### config.mk
export PLATFORM = sky130hd
export DESIGN_NAME = uart_rx
export DESIGN_NICKNAME = d
export VERILOG_FILES = /design/src/rtl/uart_pkg.sv /design/src/rtl/uart_baud_gen.sv /design/src/rtl/uart_rx.sv
export SDC_FILE = /design/constraint.sdc
export NUM_CORES = 1
export LEC_CHECK = 0
export BUFFER_PORTS_ARGS = -buffer_cell sky130_fd_sc_hd__buf_2
export CORE_AREA = 2 2 55 78
export CTS_CLUSTER_SIZE = 25
export DETAILED_ROUTE_END_ITERATION = 8
export DIE_AREA = 0 0 57 80
export HOLD_SLACK_MARGIN = 0.12
export PLACE_DENSITY = 0.6
export SYNTH_ARGS = -nofsm -noshare
export SYNTH_HDL_FRONTEND = slang
export SYNTH_SLANG_ARGS = --single-unit
### constraint.sdc
create_clock -name wb_clk -period 1.8 [get_ports wb_clk]
set_input_delay 0.36 -clock wb_clk [delete_from_list [all_inputs] [get_ports wb_clk]]
set_output_delay 0.36 -clock wb_clk [all_outputs]
set_load 0.02 [all_outputs]
### src/rtl/uart_pkg.sv
// Shared UART definitions: receiver FSM states and oversampling constants.
// The PARITY state exists only when UART_RX_PARITY_EN is defined.
package uart_pkg;

    localparam int OVERSAMPLE = 16;
    localparam int SAMPLE_MID = 7;

    typedef enum logic [2:0] {
        ST_IDLE   = 3'd0,
        ST_START  = 3'd1,
        ST_DATA   = 3'd2,
`ifdef UART_RX_PARITY_EN
        ST_PARITY = 3'd3,
`endif
        ST_STOP   = 3'd4,
        ST_BREAK  = 3'd5
    } uart_state_t;

endpackage

### src/rtl/uart_baud_gen.sv
// Free-running 16x-oversample tick generator: one-cycle tick every CLK_DIV clocks,
// restartable so a receiver can phase-align to a detected start edge.
module uart_baud_gen #(
    parameter int CLK_DIV = 27
) (
    input  logic wb_clk,
    input  logic wb_rst_n,
    input  logic restart,
    output logic tick
);

    localparam int CNT_W = (CLK_DIV > 1) ? $clog2(CLK_DIV) : 1;
    localparam logic [CNT_W-1:0] CNT_LAST = CNT_W'(CLK_DIV - 1);

    logic [CNT_W-1:0] cnt_q;

    always_ff @(posedge wb_clk or negedge wb_rst_n) begin
        if (!wb_rst_n) begin
            cnt_q <= '0;
        end else if (restart || cnt_q == CNT_LAST) begin
            cnt_q <= '0;
        end else begin
            cnt_q <= cnt_q + CNT_W'(1);
        end
    end

    assign tick = (cnt_q == CNT_LAST);

endmodule

### src/rtl/uart_rx.sv
// 16x-oversampling UART receiver with a one-entry valid/ready output stage.
// Define UART_RX_PARITY_EN for an even-parity bit and the parity_err output (default 8N1).
module uart_rx
    import uart_pkg::*;
#(
    parameter int CLK_DIV = 27,
    parameter int DATA_W  = 8
) (
    input  logic              wb_clk,
    input  logic              wb_rst_n,
    input  logic              rx,
    output logic [DATA_W-1:0] rx_data,
    output logic              rx_valid,
    input  logic              rx_ready,
    output logic              frame_err,
`ifdef UART_RX_PARITY_EN
    output logic              parity_err,
`endif
    output logic              overrun
);

    localparam int TICK_W = $clog2(OVERSAMPLE);
    localparam int BIT_W  = $clog2(DATA_W + 1);
    localparam logic [TICK_W-1:0] TICK_LAST = TICK_W'(OVERSAMPLE - 1);
    localparam logic [TICK_W-1:0] TICK_MID  = TICK_W'(SAMPLE_MID);
    localparam logic [BIT_W-1:0]  BIT_LAST  = BIT_W'(DATA_W - 1);

    logic rx_p0, rx_p1, rx_s;
    logic tick;
    uart_state_t state_q, state_nxt;
    logic [TICK_W-1:0] tick_cnt_q;
    logic [BIT_W-1:0]  bit_cnt_q;
    logic [DATA_W-1:0] shreg_q;
    logic restart, tick_clr, tick_inc, shift_en, bit_inc, load_ok, ferr_set;
`ifdef UART_RX_PARITY_EN
    logic perr_set, drop_q;
`endif

    // Input synchronizer; resets to the idle line level so reset never looks like a start bit.
    always_ff @(posedge wb_clk or negedge wb_rst_n) begin
        if (!wb_rst_n) begin
            rx_p0 <= 1'b1;
            rx_p1 <= 1'b1;
        end else begin
            rx_p0 <= rx;
            rx_p1 <= rx_p0;
        end
    end

    assign rx_s = rx_p1;

    uart_baud_gen #(.CLK_DIV(CLK_DIV)) u_baud (
        .wb_clk   (wb_clk),
        .wb_rst_n (wb_rst_n),
        .restart  (restart),
        .tick     (tick)
    );

    always_comb begin
        state_nxt = state_q;
        restart   = 1'b0;
        tick_clr  = 1'b0;
        tick_inc  = 1'b0;
        shift_en  = 1'b0;
        bit_inc   = 1'b0;
        load_ok   = 1'b0;
        ferr_set  = 1'b0;
`ifdef UART_RX_PARITY_EN
        perr_set  = 1'b0;
`endif
        case (state_q)
            ST_IDLE: begin
                if (!rx_s) begin
                    state_nxt = ST_START;
                    restart   = 1'b1;
                    tick_clr  = 1'b1;
                end
            end
            ST_START: begin
                if (tick) begin
                    if (tick_cnt_q == TICK_MID) begin
                        // Mid-start re-check rejects short glitches.
                        if (rx_s) begin
                            state_nxt = ST_IDLE;
                        end else begin
                            state_nxt = ST_DATA;
                            tick_clr  = 1'b1;
                        end
                    end else begin
                        tick_inc = 1'b1;
                    end
                end
            end
            ST_DATA: begin
                if (tick) begin
                    if (tick_cnt_q == TICK_LAST) begin
                        tick_clr = 1'b1;
                        shift_en = 1'b1;
                        bit_inc  = 1'b1;
                        if (bit_cnt_q == BIT_LAST) begin
`ifdef UART_RX_PARITY_EN
                            state_nxt = ST_PARITY;
`else
                            state_nxt = ST_STOP;
`endif
                        end
                    end else begin
                        tick_inc = 1'b1;
                    end
                end
            end
`ifdef UART_RX_PARITY_EN
            ST_PARITY: begin
                if (tick) begin
                    if (tick_cnt_q == TICK_LAST) begin
                        tick_clr  = 1'b1;
                        state_nxt = ST_STOP;
                        perr_set  = (rx_s != ^shreg_q);
                    end else begin
                        tick_inc = 1'b1;
                    end
                end
            end
`endif
            ST_STOP: begin
                if (tick) begin
                    if (tick_cnt_q == TICK_LAST) begin
                        tick_clr = 1'b1;
                        if (rx_s) begin
                            state_nxt = ST_IDLE;
`ifdef UART_RX_PARITY_EN
                            load_ok   = !drop_q;
`else
                            load_ok   = 1'b1;
`endif
                        end else begin
                            state_nxt = ST_BREAK;
                            ferr_set  = 1'b1;
                        end
                    end else begin
                        tick_inc = 1'b1;
                    end
                end
            end
            ST_BREAK: begin
                if (rx_s) begin
                    state_nxt = ST_IDLE;
                end
            end
            default: state_nxt = ST_IDLE;
        endcase
    end

    always_ff @(posedge wb_clk or negedge wb_rst_n) begin
        if (!wb_rst_n) begin
            state_q    <= ST_IDLE;
            tick_cnt_q <= '0;
            bit_cnt_q  <= '0;
            shreg_q    <= '0;
        end else begin
            state_q <= state_nxt;
            if (tick_clr) begin
                tick_cnt_q <= '0;
            end else if (tick_inc) begin
                tick_cnt_q <= tick_cnt_q + TICK_W'(1);
            end
            if (restart) begin
                bit_cnt_q <= '0;
            end else if (bit_inc) begin
                bit_cnt_q <= bit_cnt_q + BIT_W'(1);
            end
            if (shift_en) begin
                shreg_q <= {rx_s, shreg_q[DATA_W-1:1]};
            end
        end
    end

`ifdef UART_RX_PARITY_EN
    always_ff @(posedge wb_clk or negedge wb_rst_n) begin
        if (!wb_rst_n) begin
            drop_q     <= 1'b0;
            parity_err <= 1'b0;
        end else begin
            parity_err <= perr_set;
            if (restart) begin
                drop_q <= 1'b0;
            end else if (perr_set) begin
                drop_q <= 1'b1;
            end
        end
    end
`endif

    // Output stage: a completing byte loads only if the slot is empty or being handed off.
    always_ff @(posedge wb_clk or negedge wb_rst_n) begin
        if (!wb_rst_n) begin
            rx_data   <= '0;
            rx_valid  <= 1'b0;
            frame_err <= 1'b0;
            overrun   <= 1'b0;
        end else begin
            frame_err <= ferr_set;
            overrun   <= load_ok && rx_valid && !rx_ready;
            if (load_ok && (!rx_valid || rx_ready)) begin
                rx_data  <= shreg_q;
                rx_valid <= 1'b1;
            end else if (rx_valid && rx_ready) begin
                rx_valid <= 1'b0;
            end
        end
    end

endmodule

Yosys cells after proc, flatten, opt, wreduce, memory -nomap -nowiden
Cells that the tools add are included.
Word-level totals
  register bits after elaboration: 37
  input port bits: 4
  output and inout bits: 11
  logic and storage cells: 84
Operators by class
  reductions and logical operators: 14
  muxes and demuxes: 39
  equality and inequality tests: 17
  add/sub/neg operators: 3
Operators with widths (count)
  3-bit 2-to-1 mux: 10
  1-bit 2-to-1 mux: 20
  2-bit != test (second input constant): 9
  4-bit 2-to-1 mux: 4
  3-bit one-hot mux with 5 select lines: 1
  9-bit AND reduction: 1
  4-bit by 1-bit adder with 4-bit output (second input constant): 2
  4-bit by 3-bit equality test with 1-bit output (second input constant): 2
  3-bit equality test (second input constant): 2
  2-bit nonzero test: 3
  5-bit by 1-bit adder with 5-bit output (second input constant): 1
  5-bit equality test (second input constant): 1
  5-bit 2-to-1 mux: 1
  4-bit equality test (second input constant): 1
  1-bit logical AND: 4
  3-bit by 1-bit equality test with 1-bit output (second input constant): 1
  3-bit by 2-bit equality test with 1-bit output (second input constant): 1
  3-bit zero test: 1
  1-bit one-hot mux with 3 select lines: 1
  1-bit zero test: 2
  1-bit logical OR: 2
  2-bit 2-to-1 mux: 1
  1-bit one-hot mux with 2 select lines: 1
  2-bit OR reduction: 1

Longest topological paths before layout
  depth in word-level cells: 6
  gate-level depth with buffers: 8
  depth with buffers taken out: 6

Cells and area by module
A second synthesis with hierarchy kept.
Unflattened totals
  cell total of the unflattened synthesis: 149
  area total of the unflattened synthesis: 1838.0 sq um
Modules (own cells, without submodules)
  uart_rx: area an instance 1554.0 sq um, times used 1, cells an instance 127, sequential area each 803.3 sq um
  uart_baud_gen: area an instance 284.0 sq um, times used 1, cells an instance 22, sequential area each 125.1 sq um

Least setup slack after synthesis
OpenSTA, ideal clock, no wires.
  kind: flip-flop to flip-flop
  from: register u_baud.cnt_q[0]
  to: register rx_data[0]
  path buffers: 2
  period minus slack after synthesis: 1.863 ns
  required time: 1.673 ns
  arrival: 1.735 ns
  stages on the path, launching flop included: 9
  slack: -0.063 ns
  library setup time: 0.127 ns
  path through: dfrtp_1 -> inv_1 -> ha_1 -> and4b_1 -> buf_2 -> and3_1 -> and4_1 -> buf_6 -> mux2_1
Between the ends
  cells in the longest elaborated chain, start to end: 4
Ends and longest elaborated chain
  start: declaration: RTL line uart_baud_gen.sv:15  | logic [CNT_W-1:0] cnt_q;
  start signal: assignment: RTL line uart_baud_gen.sv:23  | cnt_q <= cnt_q + CNT_W'(1);
  5-bit equality test: RTL line uart_baud_gen.sv:27  | assign tick = (cnt_q == CNT_LAST);
  1-bit 2-to-1 mux: RTL line uart_rx.sv:126  | if (tick) begin
  1-bit 2-to-1 mux: RTL line uart_rx.sv:71  | case (state_q)
  1-bit logical AND: RTL line uart_rx.sv:204  | if (load_ok && (!rx_valid || rx_ready)) begin
  end signal: assignment: RTL line uart_rx.sv:205  | rx_data <= shreg_q;
  end: declaration: RTL line uart_rx.sv:12  | output logic [DATA_W-1:0] rx_data,
Every way passes these cells.
A chain may end at the register's enable or synchronous reset.

Worst setup path after layout
  from: register u_baud.cnt_q[0]
  to: register rx_data[2]
The elaborated chain is that of the path after synthesis.

==> impl_results.md <==
- Finished Layout Cells: around 220
- Largest net degree at the start of global routing: 38
- Slew Limit Fails: 0
- GR Overflow Total: 0
- Hold Fails Final Rpt: 0
- CP required: between 1500 and 2000 ps
- Register area share after synthesis: roughly 55%
- CP Capture Type: register
- Setup-failing EPs final: 3
- Total Wirelength: between 3 and 4 mm
- Vias in the first global route: between 1000 and 1500
- Synth area leader: dfrtp_1
- Asr flop ratio synth: 100%
- Row count: 27
- Die width: between 50 and 60 um
- HP Class: in2reg
- # clock sinks: 37
- Yosys cell types: 40
- Slew @ Worst Pin: between 400 and 500 ps
- Minimum clock period: between 1500 and 2000 ps
- TritonCTS Buffers: 5
- Final HPWL DP: approximately 2.3 mm
- Remaining DRCs: 0
- Setup Skew: roughly 6 ps
- Die ar.: about 0.0046 mm^2
- Starting density of the core: between 40% and 50%
- Routed via count: roughly 1200
- Seq cells post-synth: 37
- CTS tree: built
- Maximum vdd drop: approximately 0.60 mV
- Clock Path Buffers: 2
- Period utilization: 100%
- Core Area: just under 0.004 mm^2
- Share of Yosys cell area claimed by the top area cell type: roughly half
- Port bufs: 14
- # H-tree levels: 2
- Hold path endpoint: rx_p0
- Max frequency: between 500 and 600 MHz
- Synth Net Count: approximately 150
- Post-DRT Antenna Nets: 0
- Status: finished with violations
- LEAKAGE: around 1.0 nW
- Layout net count: about 190
- Reg2reg end: rx_data[2]
- Data arrival time of the worst path: 1980 ps
- 1st-iter DRT viols: 24
- Min-Delay Path Depth: 1
- Later-pin clock latency in the skew report: about 290 ps
- All-Layer GR Usage: 16.1%
- First-pass GRT wire length: 5.71 mm
- Final setup margin: -5.72 ps
- Top FF cell, synth: dfrtp_1
- TNS Setup: -10.0 ps
- Synth area leaders: dfrtp_1, mux2_1, mux2_2, dfstp_2, ha_1
- Crit path max fanout: 5
- Yosys warning count: 0
- Failing checks: setup timing
- Worst R2R Path Depth: 7
- Final Wtd Congestion: 0.820
- Initial antenna violation count: 0
- Layout cell share with drive strength beyond 1: about two fifths
- Placed Cells: 212
- RR Startpoint: u_baud.cnt_q[0]
- CP Launch Type: register
- Power per cell area: between 800 and 900 mW/mm^2
- Post-synth EDFFs: 0
- Vias per cell: between 5 and 6
- Cells after Synth: around 150
- Clock transition at the registers of the reported paths: roughly 70 ps
- Synthesized area: roughly 0.0017 mm^2
- Critical path class: reg2reg
- RSZ-0062 raised after global routing: true
- Max Cap Viol: 0
- Setup slack, reg-to-reg: -6 ps
- Rel. slew slack: 69.5%
- Drt wl/cell: roughly 15 um
- Hold_sp: rx
- Layout area overhead: 25.6%
- I/O Pins: 15
- Pre-Repair DR Iteration Count: 4
- Die Span Y: 80 um
- Synth Area per Inst: around 12 um^2
- Ant. Diodes: 0
- CTS Root Cell: clkbuf_8
-- logic make-up after synthesis --
family	Yosys count	synth area share, %
XOR/XNOR	5	2.58
multiplexers	16	10.6
buffers and inverters	10	3.02
AO/OA/AOI/OAI	24	9.29
AND/OR/NAND/NOR	49	16.9
adder cells (fa/ha/maj)	4	2.95
flip-flops	37	54.7
-- cells in the mapped netlist (all sizes together) (3+ instances only) --
library cell,n
dfrtp,35
nand3,7
a21oi,8
mux2,16
ha,4
inv,3
xor2,3
o21ai,9
nor2,11
buf,6
nand2,6
and3,3
or3,3
nand2b,3
-- what timing repair did --
| action | in CTS | in global routing |
|---|---|---|
| resized for setup | 9 | 5 |
| pin swaps | 7 | 0 |
| hold endpoints to repair | 15 | 0 |
| setup endpoints to repair | 12 | 13 |
| buffers inserted | 3 | 0 |
| hold buffers | 1 | 0 |
-- cell usage in the layout (no fill, tap or decap), types with 5 or more instances in the layout --
master / Yosys / final
a21oi_1: 8 / 6
mux2_2: 8 / 8
clkbuf_8: 0 / 5
dfrtp_1: 35 / 35
nand3_1: 7 / 7
buf_4: 0 / 17
nand2_1: 6 / 5
buf_2: 5 / 14
nor2_1: 11 / 11
o21ai_0: 9 / 8
-- metal layers --
layer	global-route usage (%)	vias up	part of all wire (%)
li1	-	587	-
met1	17.9	605	43
met2	28.6	16	53
met3	3.40	5	2.6
met4	8.14	0	2.0
met5	0	-	0
-- worst max path at each step --
stage,from,endpoint,slack (ps),cells after the start
2_1_floorplan,u_baud.cnt_q[0],rx_data[0],-40,8
3_3_place_gp,tick_cnt_q[1],tick_cnt_q[2],20,5
4_1_cts,u_baud.cnt_q[0],rx_data[3],-20,7
6_report,u_baud.cnt_q[0],rx_data[2],-6,7
3_5_place_dp,u_baud.cnt_q[0],rx_data[3],-20,7
5_1_grt,u_baud.cnt_q[0],rx_data[2],-90,7
-- registers in the layout, summed over array words and instances, names as in the netlist --
name / flops
rx_valid: 1
frame_err: 1
u_baud.cnt_q: 5
rx_p1: 1
tick_cnt_q: 4
rx_p0: 1
rx_data: 8
shreg_q: 8
bit_cnt_q: 4
state_q: 3
overrun: 1
-- through the flow --
| stage | hold slack [ps] | total power [W] | util (%) | area [um^2] | setup slack (ps) |
|---|---|---|---|---|---|
| 2_1_floorplan | 64.4 | 0.000856 | - | 1710 | -35.4 |
| 3_3_place_gp | 346 | 0.000877 | 49.8 | 1920 | 20.7 |
| 3_5_place_dp | 348 | 0.000878 | 49.8 | 1920 | -23.0 |
| 4_1_cts | 157 | 0.00175 | 55.0 | 2120 | -20.2 |
| 5_1_grt | 158 | 0.00178 | 55.4 | 2130 | -90.5 |
| 6_report | 168 | 0.00173 | 55.4 | 2130 | -5.72 |
-- where the power goes --
part	switching, W	internal [W]	total (W)	leakage, nW
sequential	0.00000320	0.000835	0.000838	0.485
combinational	0.0000174	0.00000693	0.0000243	0.481
clock	0.000307	0.000558	0.000864	0.0687
-- final cells by class --
class / instances / area [um^2]
Tap cell: 43 / 53.8
Multi-Input combinational cell: 98 / 759
Timing Repair Buffer: 35 / 241
Clock buffer: 5 / 68.8
Inverter: 3 / 11.3
Fill cell: 338 / 1720
Sequential cell: 37 / 928
Clock inverter: 3 / 68.8
-- worst max-delay path, cell delays in order, from the launching register on --
cell	delay [ps]
dfrtp_1	380
inv_1	60
ha_2	170
and4b_1	220
and3_4	190
and4_4	240
buf_6	120
mux2_1	310
No activity file was read; power rests on OpenSTA's default activity.
